<file path="src/rtl/fir_to_posit_pipe.sv">
// Long-FIR to N-bit posit converter: two-stage valid/ready pipeline
// (decompose, then pack + round-to-nearest-even + sign). Optional macro FIR2P_SAT_CNT_EN adds sat_count_o.
package fir_to_posit_pkg;
    localparam int TE_BITS        = 8;
    localparam int FRAC_FULL_SIZE = 32;

    typedef struct packed {
        logic [TE_BITS+FRAC_FULL_SIZE:0] long_fir;  // {sign, te, frac}
        logic                            frac_truncated;
    } ops_out_meta_t;
endpackage

module fir_to_posit_pipe #(
    parameter int N              = 16,
    parameter int ES             = 1,
    parameter int TE_BITS        = fir_to_posit_pkg::TE_BITS,
    parameter int FRAC_FULL_SIZE = fir_to_posit_pkg::FRAC_FULL_SIZE
) (
    input  logic                            clk_i,
    input  logic                            rst_i,
    input  logic                            in_valid_i,
    output logic                            in_ready_o,
    input  fir_to_posit_pkg::ops_out_meta_t ops_result_i,
    input  logic                            in_is_zero_i,
    input  logic                            in_is_nar_i,
    output logic                            out_valid_o,
    input  logic                            out_ready_i,
    output logic [N-1:0]                    posit_o
`ifdef FIR2P_SAT_CNT_EN
    ,
    output logic [15:0]                     sat_count_o
`endif
);
    localparam int FW  = FRAC_FULL_SIZE;
    localparam int PAD = N - 3;               // largest regime shift that is not saturated
    localparam int X   = ES + FW + N - 2;     // regime seed (2) + e + frac w/o hidden + PAD
    localparam logic signed [TE_BITS-1:0] K_MAX = TE_BITS'(N - 2);
    localparam logic signed [TE_BITS-1:0] K_MIN = TE_BITS'(-(N - 2));
    localparam logic [N-1:0] MAXPOS = {1'b0, {(N-1){1'b1}}};
    localparam logic [N-1:0] NAR    = {1'b1, {(N-1){1'b0}}};

    logic [2:1] vld_pipe;
    logic       s1_load, s2_load;

    assign s2_load     = !vld_pipe[2] || out_ready_i;
    assign s1_load     = !vld_pipe[1] || s2_load;
    assign in_ready_o  = s1_load;
    assign out_valid_o = vld_pipe[2];

    // stage 1: decompose te into regime k and exponent e
    logic                      in_sign;
    logic signed [TE_BITS-1:0] in_te, in_k;
    logic                      unused_hidden;

    assign in_sign       = ops_result_i.long_fir[TE_BITS+FW];
    assign in_te         = ops_result_i.long_fir[TE_BITS+FW-1:FW];
    assign in_k          = in_te >>> ES;
    assign unused_hidden = ops_result_i.long_fir[FW-1];

    logic                      s1_sign, s1_sticky, s1_nar, s1_zero, s1_sat_hi, s1_sat_lo;
    logic signed [TE_BITS-1:0] s1_k;
    logic [ES-1:0]             s1_e;
    logic [FW-2:0]             s1_frac;

    always_ff @(posedge clk_i or posedge rst_i) begin
        if (rst_i) begin
            vld_pipe[1] <= 1'b0;
            s1_sign     <= 1'b0;
            s1_sticky   <= 1'b0;
            s1_nar      <= 1'b0;
            s1_zero     <= 1'b0;
            s1_sat_hi   <= 1'b0;
            s1_sat_lo   <= 1'b0;
            s1_k        <= '0;
            s1_e        <= '0;
            s1_frac     <= '0;
        end else if (s1_load) begin
            vld_pipe[1] <= in_valid_i;
            if (in_valid_i) begin
                s1_sign   <= in_sign;
                s1_sticky <= ops_result_i.frac_truncated;
                s1_nar    <= in_is_nar_i;
                s1_zero   <= in_is_zero_i;
                s1_sat_hi <= in_k >= K_MAX;
                s1_sat_lo <= in_k < K_MIN;
                s1_k      <= in_k;
                s1_e      <= in_te[ES-1:0];
                s1_frac   <= ops_result_i.long_fir[FW-2:0];
            end
        end
    end

    // stage 2: seed "10" (k>=0) or "01" (k<0) and shift so the regime run
    // length falls out of the fill bit; -k-1 == ~k for the negative case.
    logic                neg_k;
    logic [TE_BITS-1:0]  shamt;
    logic [X-1:0]        base, sh_lr, shifted;
    logic signed [X-1:0] sh_ar;
    logic [N:0]          work;
    logic [N-2:0]        mag_w;
    logic                grd, rnd, stk, inc;
    logic [N-1:0]        sum, mag, signed_mag, posit_nxt;

    assign neg_k   = s1_k[TE_BITS-1];
    assign shamt   = neg_k ? ~s1_k : s1_k;
    assign base    = {~neg_k, neg_k, s1_e, s1_frac, {PAD{1'b0}}};
    assign sh_ar   = $signed(base) >>> shamt;
    assign sh_lr   = base >> shamt;
    assign shifted = neg_k ? sh_lr : sh_ar;
    assign work    = shifted[X-1 -: N+1];
    assign mag_w   = work[N:2];
    assign grd     = work[1];
    assign rnd     = work[0];
    assign stk     = (|shifted[X-N-2:0]) || s1_sticky;
    assign inc     = grd && (mag_w[0] || rnd || stk);
    assign sum     = {1'b0, mag_w} + {{(N-1){1'b0}}, inc};

    always_comb begin
        mag = sum[N-1] ? MAXPOS : sum;
        if (s1_sat_hi) mag = MAXPOS;
        if (s1_sat_lo) mag = {{(N-1){1'b0}}, 1'b1};
        signed_mag = s1_sign ? (~mag + N'(1)) : mag;
        posit_nxt  = signed_mag;
        if (s1_zero) posit_nxt = '0;
        if (s1_nar)  posit_nxt = NAR;
    end

    always_ff @(posedge clk_i or posedge rst_i) begin
        if (rst_i) begin
            vld_pipe[2] <= 1'b0;
            posit_o     <= '0;
        end else if (s2_load) begin
            vld_pipe[2] <= vld_pipe[1];
            if (vld_pipe[1]) posit_o <= posit_nxt;
        end
    end

`ifdef FIR2P_SAT_CNT_EN
    logic s2_sat;

    always_ff @(posedge clk_i or posedge rst_i) begin
        if (rst_i) begin
            s2_sat      <= 1'b0;
            sat_count_o <= '0;
        end else begin
            if (s2_load && vld_pipe[1]) s2_sat <= s1_sat_hi || s1_sat_lo;
            if (vld_pipe[2] && out_ready_i && s2_sat && sat_count_o != 16'hFFFF)
                sat_count_o <= sat_count_o + 16'd1;
        end
    end
`endif
endmodule
</file>
<file path="config.mk">
export PLATFORM = sky130hd
export DESIGN_NAME = fir_to_posit_pipe
export DESIGN_NICKNAME = d
export VERILOG_FILES = /design/src/rtl/fir_to_posit_pipe.sv
export SDC_FILE = /design/constraint.sdc
export NUM_CORES = 1
export LEC_CHECK = 0
export CAP_MARGIN = 0
export CORE_MARGIN = 3
export CORE_UTILIZATION = 40
export DETAILED_ROUTE_END_ITERATION = 8
export PLACE_DENSITY = 0.7
export SYNTH_ARGS = -nofsm -noshare
export SYNTH_HDL_FRONTEND = slang
export SYNTH_SLANG_ARGS = --single-unit
</file>
<file path="constraint.sdc">
create_clock -name clk_i -period 6.4 [get_ports clk_i]
set_input_delay 0.96 -clock clk_i [delete_from_list [all_inputs] [get_ports clk_i]]
set_output_delay 0.96 -clock clk_i [all_outputs]
set_load 0.02 [all_outputs]
</file>
==> impl_metrics.yaml, run 1 <==
placed_design:
  port_buffers: 64
  dp_hpwl_um: 13700
  gp_congestion: 0.990
  postPlaceCellArea_um2: 7030
global_route:
  grt_pass1_wl_um: 30800
  overflow: 0
  antenna_found_initial: 0
  grt_use_total_pct: 21.4
  grt_max_degree: 64
  grt_pass1_vias: 5880
outcome:
  status: "completed"
logic_synthesis:
  synth_xor_area_share_pct: 3.94
  synthDistinctLibCells: 102
  synth_top_family_by_area: "compound AO/OA/AOI/OAI gates"
  ys_ff_latch: 63
  ys_seq_area_share_pct: 24.7
  synth_top_area_share_pct: 24.7
  yosys-top-cells-area: "dfrtp_1 (25%), mux2_2 (9.4%), a21oi_1 (4.5%)"
  syn_area_um2: 6380
  synthAdderAreaFrac_pct: 0.589
  synthCells: 736
  synth_compound_area_share_pct: 27.8
  synthMuxAreaShare_pct: 15.3
  yosys.area_share.simple_pct: 21.5
  synth_flop_cell: "dfrtp_1"
  synth-edff-count: 0
  synth_area_leader_cell: "dfrtp_1"
  syn-num-nets: 787
  synthArstFlopShare_pct: 100
  syn_avg_cell_area_um2: 8.66
  ys_warn_count: 0
floorplan:
  fp.dieW_um: 132
  fp.dieArea_um2: 17500
  die_h_um: 132
  core_um2: 15400
  core.rowCount: 45
  initial_core_util_pct: 41.5
  io_pins: 66
job:
  cap_violations: 0
hold_path:
  hold_start: "posit_o[7]$_DFFE_PP0P_"
  min_path_type: "reg -> reg"
setup_path:
  cp.required_ns: 6.61
  arrival_ns: 5.75
  cp-end-kind: "flop"
  rr_startpoint: "s1_k[0]$_DFFE_PP0P_"
  cp-endpoint: "posit_o[14]$_DFFE_PP0P_"
  rr_endpoint: "posit_o[14]$_DFFE_PP0P_"
  path_class: "reg -> reg"
  worstSetupStartpoint: "s1_k[0]$_DFFE_PP0P_"
  path_max_fanout: 27
  r2r_cells: 16
  worstSetupStartpointType: "flop"
  r2r_slack_ns: 0.86
clock_network:
  htreeDepth: 3
  clkLatencyLatePin_ns: 0.34
  path_clk_slew_ns: 0.06
  cts_hold_buf: 0
  cts_resized: 0
  cts.sinks: 63
  cts_setup_buffers: 0
  cts_tree: "done"
  clk_path_buf_depth: 2
  cts_root_buf: "clkbuf_16"
  cts_made_buffers: 9
timing:
  fmaxAchievable_ghz: 0.180
  slew_headroom_pct: 30.3
  setup_tns_ns: 0
  drv_slew: 0
  layout_min_cycle_time_ns: 5.54
  rsz0062_at_grt: "false"
  skew_ns: 0.00532
  tightest_slew_ns: 1.04
  min_period_over_period_pct: 86.6
  setup_viol: 0
  hold_viol_final: 0
final_layout:
  multi_input_area_um2: 4410
  area_growth_syn_to_layout_pct: 15.0
  finalCoreUtilization_pct: 47.7
  fin_nets: 818
  diodes: 0
  seq_area_um2: 1580
  finish.instance_area_um2: 7330
  drive_above_1_share_pct: 16.3
  n_fill_cell: 1492
power:
  seqPwrFrac_pct: 24.6
  swShare_pct: 45.3
  ir_worst_vdd_v: 0.000154
  leakage_nw: 2.75
  p_comb_share_pct: 53.0
  p_int_mw: 1.26
  clkPwrFrac_pct: 22.4
  total_power_mw: 2.30
  switching_power_mw: 1.04
  p_per_area_nw_per_um2: 314
drt:
  drt_iter0_markers: 631
  wl_um: 18800
  drt-wirelength-per-cell_um: 19.1
  postRouteAntennaNets: 0
  vias: 6167
  drc_errors: 0
  avgViaCountPerCell: 6.27
  firstDrtPassIters: 5
==> worst max-delay path, stage by stage (launching register included) <==
cell       delay, ns
dfrtp_1         0.46
inv_1           0.11
ha_2            0.70
buf_4           0.36
mux2i_1         0.45
a21boi_0        0.32
nor4_1          0.17
nor4_2          0.38
a41oi_1         0.18
o32ai_1         0.27
o211ai_1        0.22
a2111oi_4       0.51
ha_1            0.29
a41oi_1         0.29
o41ai_2         0.45
xnor2_1         0.16
o21ai_1         0.08
==> worst min path at each step <==
stage	to	slack [ns]	depth (start not counted)
detailed placement	posit_o[5]$_DFFE_PP0P_	0.48	2
global placement	posit_o[7]$_DFFE_PP0P_	0.47	2
global route	posit_o[4]$_DFFE_PP0P_	0.51	2
finish	posit_o[7]$_DFFE_PP0P_	0.48	2
floorplan	out_valid_o$_DFFE_PP0P_	0.46	1
CTS	posit_o[5]$_DFFE_PP0P_	0.49	2
==> sequential cells by signal (all words and copies together), names as in the netlist <==
| name | cells |
|---|---|
| s1_sat_hi | 1 |
| out_valid_o | 1 |
| s1_zero | 1 |
| s1_sat_lo | 1 |
| s1_k | 7 |
| vld_pipe | 1 |
| s1_sign | 1 |
| s1_e | 1 |
| s1_nar | 1 |
| s1_frac | 31 |
| s1_sticky | 1 |
| posit_o | 16 |
==> power by group through the flow <==
| stage | combinational, mW | sequential [mW] | clock, mW |
|---|---|---|---|
| 6_report | 1.22 | 0.567 | 0.515 |
| 5_1_grt | 1.33 | 0.579 | 0.542 |
| 4_1_cts | 1.20 | 0.566 | 0.522 |
| 3_5_place_dp | 1.20 | 0.573 | 0 |
| 3_3_place_gp | 1.19 | 0.569 | 0 |
| 2_1_floorplan | 0.935 | 0.539 | 0 |
==> cell families after synthesis <==
group | Yosys count
XOR/XNOR | 24
adder cells (fa/ha/maj) | 3
AO/OA/AOI/OAI | 250
flip-flops | 63
AND/OR/NAND/NOR | 243
buffers and inverters | 68
multiplexers | 85
==> cell type report <==
class                      count  share of cell area [%]
multi-input combinational    605                    60.2
sequential                    63                    21.5
timing repair buffer          75                    9.87
tap                          211                    3.60
clock buffer                   9                    3.07
clock inverter                 7                    1.06
inverter                      13                   0.666
==> metrics by stage <==
stage	hold WS (ns)	setup slack (ns)	cells
after floorplan	0.457	1.46	736
after global placement	0.470	1.04	967
after detailed placement	0.475	0.929	967
after CTS	0.490	0.915	983
after global routing	0.515	0.391	983
final	0.481	0.860	983
==> cell usage after synthesis (13+ instances only) <==
cell type and number:
nor2b_1 15, a31oi_1 13, nand2_1 59, buf_2 15, mux2i_1 22, nor3_1 21
nor2_1 49, dfrtp_1 63, clkbuf_1 24, a21oi_1 57, nand2b_1 15, mux2_2 53
a211oi_1 14, nand3_1 16, o21ai_0 44
==> placed cells by master, fill, tap and decap left out, types with 5 or more instances in the layout <==
master           synthesis  routed
xnor2_1                  9       9
a32oi_1                  5       5
and3_1                   5       5
o31ai_1                  6       6
o21ai_1                  8       8
buf_4                    1      11
o211ai_1                 9       9
xor2_1                  11      11
clkbuf_16                0       9
clkdlybuf4s50_1          0      64
inv_1                   10       9
or3_1                   11      11
dfrtp_1                 63      62
nor2_1                  49      49
nor2b_1                 15      15
nand3_1                 16      16
a211oi_1                14      14
nand2b_1                15      15
a31oi_1                 13      13
mux2_2                  53      53
o21ai_0                 44      44
o22ai_1                  5       5
a2111oi_0                5       5
and2_1                   8       8
mux2i_1                 22      22
nor3_1                  21      21
a21boi_0                 5       5
a22oi_1                  8       8
nand2_1                 59      58
a21oi_1                 57      57
nor4_1                   8       8
==> layer usage <==
metal  wire (um)  vias to the layer above  track usage [%]
met2        8470                      270             33.6
met1        8330                     2949             29.6
met5           0                        -                0
li1            -                     2896                -
met4         703                        0             9.58
met3        1280                       52             2.48
Power figures use the tool's default switching activity.
==> run 2, diff against run 1 <==
--- a/config.mk
+++ b/config.mk
@@ -9,7 +9,7 @@
 export CORE_MARGIN = 3
 export CORE_UTILIZATION = 40
 export DETAILED_ROUTE_END_ITERATION = 8
-export PLACE_DENSITY = 0.7
+export PLACE_DENSITY = 0.58
 export SYNTH_ARGS = -nofsm -noshare
 export SYNTH_HDL_FRONTEND = slang
 export SYNTH_SLANG_ARGS = --single-unit
==> impl_metrics.yaml, run 2 (synthesis gave the netlist of run 1 again) <==
global_route:
  grt_pass1_vias: 5954
  grt_pass1_wl_um: 33900
  antenna_found_initial: 0
  overflow: 0
  grt_use_total_pct: 24.0
  grt_max_degree: 73
setup_path:
  path_max_fanout: 30
  path_class: "reg -> reg"
  r2r_slack_ns: 0.57
  cp.required_ns: 6.68
  arrival_ns: 6.11
  cp-end-kind: "flop"
  worstSetupStartpointType: "flop"
drt:
  drt_iter0_markers: 580
  wl_um: 21100
  vias: 6197
  postRouteAntennaNets: 0
  drt-wirelength-per-cell_um: 21.5
  drc_errors: 0
  firstDrtPassIters: 5
  avgViaCountPerCell: 6.31
timing:
  min_period_over_period_pct: 91.1
  drv_slew: 0
  slew_headroom_pct: 30.5
  setup_viol: 0
  tightest_slew_ns: 1.04
  layout_min_cycle_time_ns: 5.83
  rsz0062_at_grt: "false"
  fmaxAchievable_ghz: 0.172
  hold_viol_final: 0
  skew_ns: 0.00877
  setup_tns_ns: 0
outcome:
  status: "completed"
clock_network:
  htreeDepth: 3
  cts_resized: 0
  cts_hold_buf: 0
  clkLatencyLatePin_ns: 0.34
  cts_root_buf: "clkbuf_16"
  clk_path_buf_depth: 2
  cts_setup_buffers: 0
  cts.sinks: 63
  cts_tree: "done"
  cts_made_buffers: 9
  path_clk_slew_ns: 0.06
floorplan:
  initial_core_util_pct: 41.5
  core.rowCount: 45
  fp.dieW_um: 132
  fp.dieArea_um2: 17500
  io_pins: 66
  core_um2: 15400
  die_h_um: 132
placed_design:
  dp_hpwl_um: 15700
  port_buffers: 64
  dp_cells: 966
  gp_congestion: 0.951
final_layout:
  drive_above_1_share_pct: 16.2
  diodes: 0
  layout_common_cells: "clkdlybuf4s50_1 (64), dfrtp_1 (62), nand2_1 (58)"
  area_growth_syn_to_layout_pct: 14.5
  fin_nets: 817
  regMostFlops: "s1_frac"
  largest_register_ff_count: 31
  layout_commonest_cell: "clkdlybuf4s50_1"
  top_regs: "s1_frac (31), posit_o (16), s1_k (7)"
  finalNonFillerCells: 982
hold_path:
  min_path_type: "reg -> reg"
power:
  leakage_nw: 2.73
  ir_worst_vdd_v: 0.000159
  p_per_area_nw_per_um2: 315
job:
  cap_violations: 0
[run 2: per-stage QoR]
stage               area, um^2  worst slack, ns  util [%]  total power [mW]  hold WS (ns)
floorplan                 6380             1.46         -              1.47         0.457
global placement          7020            0.904      45.7              1.79         0.467
detailed placement        7020            0.830      45.7              1.81         0.467
CTS                       7300            0.750      47.5              2.29         0.481
global route              7300            0.330      47.5              2.45         0.508
finish                    7300            0.570      47.5              2.30         0.480
[run 2: path summary, 6_finish.rpt]
check                                        from                 endpoint  cells past startpoint
max                           s1_k[0]$_DFFE_PP0P_   posit_o[6]$_DFFE_PP0P_                     15
min                        posit_o[7]$_DFFE_PP0P_   posit_o[7]$_DFFE_PP0P_                      2
max reg2reg                   s1_k[0]$_DFFE_PP0P_   posit_o[6]$_DFFE_PP0P_                     15
min reg2reg                posit_o[7]$_DFFE_PP0P_   posit_o[7]$_DFFE_PP0P_                      2
max in group asynchronous                   rst_i      s1_k[6]$_DFFE_PP0P_                      3
min in group asynchronous                   rst_i  posit_o[15]$_DFFE_PP0P_                      3
[run 2: report_power, final]
group          switching (mW)  leakage, nW  internal, mW  total (mW)
clock network           0.203        0.137         0.266       0.470
registers               0.103        0.760         0.462       0.565
logic                   0.771         1.83         0.494        1.27
total                    1.08         2.73          1.22        2.30
[run 2: cell type report]
class	instances	area [um^2]
clock buffers	9	225
flip-flops and latches	63	1580
multi-input cells	605	4410
clock inverters	7	58.8
repair buffers	74	716
well taps	211	264
fillers	1505	8070
inverters	13	48.8
[run 2: per-layer routing]
layer | part of all wire (%) | routed length [um] | track usage, % | vias to the layer above
met5 | 0 | 0 | 0 | -
met2 | 45 | 9560 | 36.6 | 243
met3 | 6.2 | 1310 | 4.58 | 40
met1 | 46 | 9640 | 33.9 | 3027
li1 | - | - | - | 2887
met4 | 2.9 | 615 | 8.66 | 0
[run 2: worst max-delay path, stage by stage (launching register included)]
cell	delay, ns
dfrtp_1	0.46
inv_1	0.12
ha_2	0.79
mux2i_1	0.40
a2111oi_0	0.91
a21oi_1	0.26
o2bb2ai_1	0.23
nor3_1	0.49
a31o_1	0.36
o21ai_0	0.17
ha_1	0.28
and2_1	0.16
a41oi_1	0.46
nand2_1	0.13
xnor2_1	0.34
a22o_1	0.19
